<file path="src/rtl/rf_wb_arbiter.sv">
// Register-file writeback arbiter: round-robin sharing of the single write port between
// ALU/CSR (req0) and load (req1) results, plus a pending-write scoreboard for issue stalls.
module rf_wb_arbiter #(
   parameter int XLEN = 32
) (
   input  logic            clk,
   input  logic            rst,
   input  logic            iss_valid,
   input  logic [4:0]      iss_rs1,
   input  logic [4:0]      iss_rs2,
   input  logic [4:0]      iss_rd,
   output logic            stall,
   input  logic            req0_valid,
   input  logic [4:0]      req0_rd,
   input  logic [XLEN-1:0] req0_data,
   input  logic            req1_valid,
   input  logic [4:0]      req1_rd,
   input  logic [XLEN-1:0] req1_data,
   output logic            req0_ready,
   output logic            req1_ready,
   output logic            reg_write,
   output logic [4:0]      wr_addr,
   output logic [XLEN-1:0] write_data_reg_file
);

   logic [31:0]     r_pending;
   logic            r_last_grant;

   logic            w_grant0;
   logic            w_grant1;
   logic            w_fire;
   logic [4:0]      w_sel_rd;
   logic [XLEN-1:0] w_sel_data;
   logic            w_issue;
   logic [31:0]     w_pending_nxt;

   // Hazard check uses only committed scoreboard state; no bypass from writes in flight.
   assign stall = !rst && iss_valid &&
                  (r_pending[iss_rs1] | r_pending[iss_rs2] | r_pending[iss_rd]);
   assign w_issue = iss_valid && !stall;

   // On a tie, the requester that did not win last time gets the grant.
   assign w_grant0 = req0_valid && (!req1_valid || r_last_grant);
   assign w_grant1 = req1_valid && (!req0_valid || !r_last_grant);

   assign req0_ready = !rst && w_grant0;
   assign req1_ready = !rst && w_grant1;
   assign w_fire     = w_grant0 || w_grant1;

   assign w_sel_rd   = w_grant1 ? req1_rd   : req0_rd;
   assign w_sel_data = w_grant1 ? req1_data : req0_data;

   // NOTE: every bit gets a default before the conditional updates, so no latch is inferred.
   always_comb begin
      w_pending_nxt = r_pending;
      if (reg_write)
         w_pending_nxt[wr_addr] = 1'b0;
      // Set is applied after clear so it wins if both ever hit the same index.
      if (w_issue && (iss_rd != 5'd0))
         w_pending_nxt[iss_rd] = 1'b1;
      w_pending_nxt[0] = 1'b0;
   end

   // NOTE: sequential state uses non-blocking assignments so all registers update together.
   always_ff @(posedge clk) begin
      if (rst) begin
         r_pending           <= '0;
         r_last_grant        <= 1'b1;
         reg_write           <= 1'b0;
         wr_addr             <= 5'd0;
         write_data_reg_file <= '0;
      end else begin
         r_pending <= w_pending_nxt;
         if (w_fire) begin
            r_last_grant        <= w_grant1;
            reg_write           <= (w_sel_rd != 5'd0);
            wr_addr             <= w_sel_rd;
            write_data_reg_file <= w_sel_data;
         end else begin
            reg_write <= 1'b0;
         end
      end
   end

endmodule

</file>
<file path="config.mk">
export PLATFORM = sky130hd
export DESIGN_NAME = rf_wb_arbiter
export DESIGN_NICKNAME = d
export VERILOG_FILES = /design/src/rtl/rf_wb_arbiter.sv
export SDC_FILE = /design/constraint.sdc
export NUM_CORES = 1
export LEC_CHECK = 0
export BUFFER_PORTS_ARGS = -buffer_cell sky130_fd_sc_hd__buf_4
export CAP_MARGIN = 20
export CORE_ASPECT_RATIO = 0.7
export CORE_MARGIN = 2
export CORE_UTILIZATION = 50
export CTS_BUF_LIST = sky130_fd_sc_hd__clkbuf_8
export DETAILED_ROUTE_END_ITERATION = 7
export GPL_TIMING_DRIVEN = 0
export MAX_ROUTING_LAYER = met4
export PLACE_DENSITY = 0.89
export SYNTH_ARGS = -nofsm -noshare
export SYNTH_HDL_FRONTEND = slang
export SYNTH_SLANG_ARGS = --single-unit
</file>
<file path="constraint.sdc">
create_clock -name clk -period 2.5 [get_ports clk]
set_input_delay 0.125 -clock clk [delete_from_list [all_inputs] [get_ports clk]]
set_output_delay 0.125 -clock clk [all_outputs]
set_load 0.005 [all_outputs]
</file>
==> flow_summary_export.csv <==
group,metric,value,unit
status,status,"complete, no violations",
yosys,syn_avg_cell_area,7.943,µm²
clock_network,clock_latency,0.36,ns
clock_network,path_clk_slew,0.08,ns
place,place.gp.congestion,1.015,
sta,rsz0062_at_grt,"no",
sta,drv_slew,0,
clock_network,ctsHoldBuffers,0,
worst_setup_path,path_max_fanout,4,
worst_setup_path,worstPathArrival,2.28,ns
global_routing,antenna_found_initial,0,
floorplanning,die_width,116.1,µm
worst_setup_path,crit_path_top_delay_cell,"mux4_2",
sta,fin_crit_sh,96.16,%
flow_run,maxCapViolations,0,
clock_network,cts_tree,"yes",
yosys,syn-cell-area,4400,µm²
power,pwr-share-comb,22.0,%
worst_setup_path,critPathMaxStageDelay,0.49,ns
sta,fmax,416.0,MHz
sta,finalSetupTns,0,ns
finish,layout_commonest_cell,"buf_4",
floorplanning,die_y,82.49,µm
finish,layout_common_cells,"buf_4, nand2_1, dfxtp_1",
floorplanning,io_pins,135,
power,p_sw_share,29.08,%
yosys,syn-instance-count,554,
clock_network,cts_sinks,70,
sta,skew,0.01140,ns
power,leakage,2.332,nW
sta,relSlewSlack,56.80,%
drt,final_antenna_net_count,0,
finish,diodes,0,
power,seq_power_share,41.4,%
yosys,synth_seq_cells,70,
clock_network,cts_made_buffers,9,
drt,first_iter_violations,466,
yosys,synth_edf_count,0,
power,pwr-share-clk,36.6,%
finish,num-nets-final,788,
place,place_hpwl,11940,µm
yosys,yosys_warnings,0,
worst_setup_path,cp_cell_sequence,"mux4_2, o2111ai_1, nand2_1, a211oi_2, nand4_2, and2_4, buf_4",
drt,drt_first_pass_iters,5,
yosys,ys_types,53,
place,port_buffers,127,
drt,viasPerCell,6.199,
hold_path,worst_hold_path_type,"input pin to register",
floorplanning,die-area,9580,µm²
finish,drive_gt1_share,30.47,%
clock_network,htree_num_levels,3,
yosys,yosys-top-cells-area,"dfxtp_1, nand2_1, a311oi_1, mux2i_1, o21ai_2",
yosys,async_reset_ff_share,0,%
worst_setup_path,worstSetupPathType,"register to output port",
global_routing,grt_pass1_wl,24750,µm
clock_network,cts_buffer_depth,2,
drt,routed_wl,15700,µm
floorplanning,coreArea,8513,µm²
yosys,yosysTopAreaCell,"dfxtp_1",
sta,setup_viol,0,
floorplanning,initial_utilization,51.69,%
sta,min_period,2.404,ns
power,finalPower,0.002946,W
worst_setup_path,startpoint_type,"register",
global_routing,grt_max_degree,13,
power,switchingPower,0.0008568,W
finish,areaGrowthSynthToFinish,31.05,%
drt,via_count,5077,
yosys,synth_nets,648,
worst_setup_path,cp-end-kind,"output port",
power,cell_internal_pwr,0.002089,W
global_routing,grt_usage,35.04,%
yosys,synth_top_area_share,31.85,%
floorplanning,rows,28,
worst_setup_path,crit_buf_inv,1,
global_routing,overflow,0,
yosys,synth.yosys.seq_area_share,31.85,%
power,ir_drop,0.0004162,V
yosys,synth_ff_type,"dfxtp_1",
drt,remaining_drc_errors,0,
sta,tightest_slew,0.6421,ns
sta,hold_violations,0,
power,powerDensity,510.8,nW/µm²
worst_setup_path,cp_top_family,"simple AND/OR/NAND/NOR gates",
worst_setup_path,required,2.38,ns
clock_network,cts_root_buf,"clkbuf_8",
drt,wl_per_cell,19.17,µm
global_routing,grt_pass1_vias,4722,
## sequential cells by signal (all words and copies together), names as in the netlist
signal and flops:
r_pending 31, wr_addr 5, write_data_reg_file 32, r_last_grant 1, reg_write 1
## kinds of logic (layout without fill, tap and decap cells)
group / Yosys count / in the layout / synth area share [%]
compound gates: 107 / 107 / 19.14
simple gates: 283 / 283 / 32.22
buf+inv: 57 / 202 / 5.857
mux: 37 / 37 / 10.95
flops: 70 / 70 / 31.85
## final cells by class
cell class	count	area (µm²)
well taps	120	150.1
clock buffers	11	151.4
fillers	717	2746
clock inverters	5	81.33
plain buffers	53	235.2
inverters	3	11.26
repair buffers	130	975.9
flip-flops and latches	70	1414
multi-input cells	427	2748
## per-layer routing
metal	track usage [%]	up-vias	part of all wire (%)
li1	-	2290	-
met3	9.416	43	12
met4	9.643	0	2.2
met5	-	-	0
met1	49.53	2408	44
met2	49.30	336	42
## path summary, 6_finish.rpt
path	startpoint	end	slack (ns)	cells past startpoint
max	r_pending[24]$_SDFF_PP0_	stall	0.1	7
min	req1_data[4]	write_data_reg_file[4]$_SDFFE_PP0N_	0.05	3
max reg2reg	r_pending[24]$_SDFF_PP0_	r_pending[16]$_SDFF_PP0_	0.32	8
min reg2reg	write_data_reg_file[9]$_SDFFE_PP0N_	write_data_reg_file[9]$_SDFFE_PP0N_	0.49	2
## worst min-delay path, delay by kind of cell
| kind | cells | cell delay (ns) |
|---|---|---|
| buf+inv | 1 | 0.11 |
| simple gates | 2 | 0.14 |
## timing repair
action                                  in CTS  in global routing
endpoints found under the setup margin       1                  1
gates resized for setup                      7                  5
pin swaps                                    2                  3
gates cloned                                 0                  0
buffers inserted                             2                  1
## power groups by stage
stage	clock network [W]	registers (W)	logic (W)
detailed placement	0	0.00124	0.000631
floorplan	0	0.00124	0.000329
global placement	0	0.00124	0.000618
CTS	0.00108	0.00122	0.000643
global route	0.00112	0.00123	0.000700
finish	0.00108	0.00122	0.000648
## metrics by stage
stage	worst slack (ns)	hold WS [ns]	area, µm²	std cells	util [%]
floorplan	0.6234	0.2996	4400	554	-
global placement	0.1903	0.4223	5504	801	64.65
detailed placement	0.2112	0.4297	5504	801	64.65
CTS	0.01809	0.04223	5763	819	67.70
global route	0.01515	0.04839	5767	819	67.74
finish	0.09601	0.04728	5767	819	67.74
## synthesized netlist by cell type (all sizes together) (3+ instances only)
| master | count |
|---|---|
| nand2 | 88 |
| dfxtp | 70 |
| nor2 | 56 |
| o21ai | 48 |
| nand3 | 44 |
| a311oi | 34 |
| clkbuf | 34 |
| mux2i | 26 |
| nor2b | 24 |
| nand3b | 23 |
| buf | 20 |
| nor3 | 9 |
| mux4 | 8 |
| nor4 | 7 |
| nand2b | 6 |
| a21oi | 5 |
| nand4 | 5 |
| nor3b | 5 |
| a211oi | 4 |
| and3 | 4 |
| inv | 3 |
| mux2 | 3 |
| nand4b | 3 |
| o2111ai | 3 |
No activity file was read; power rests on OpenSTA's default activity.
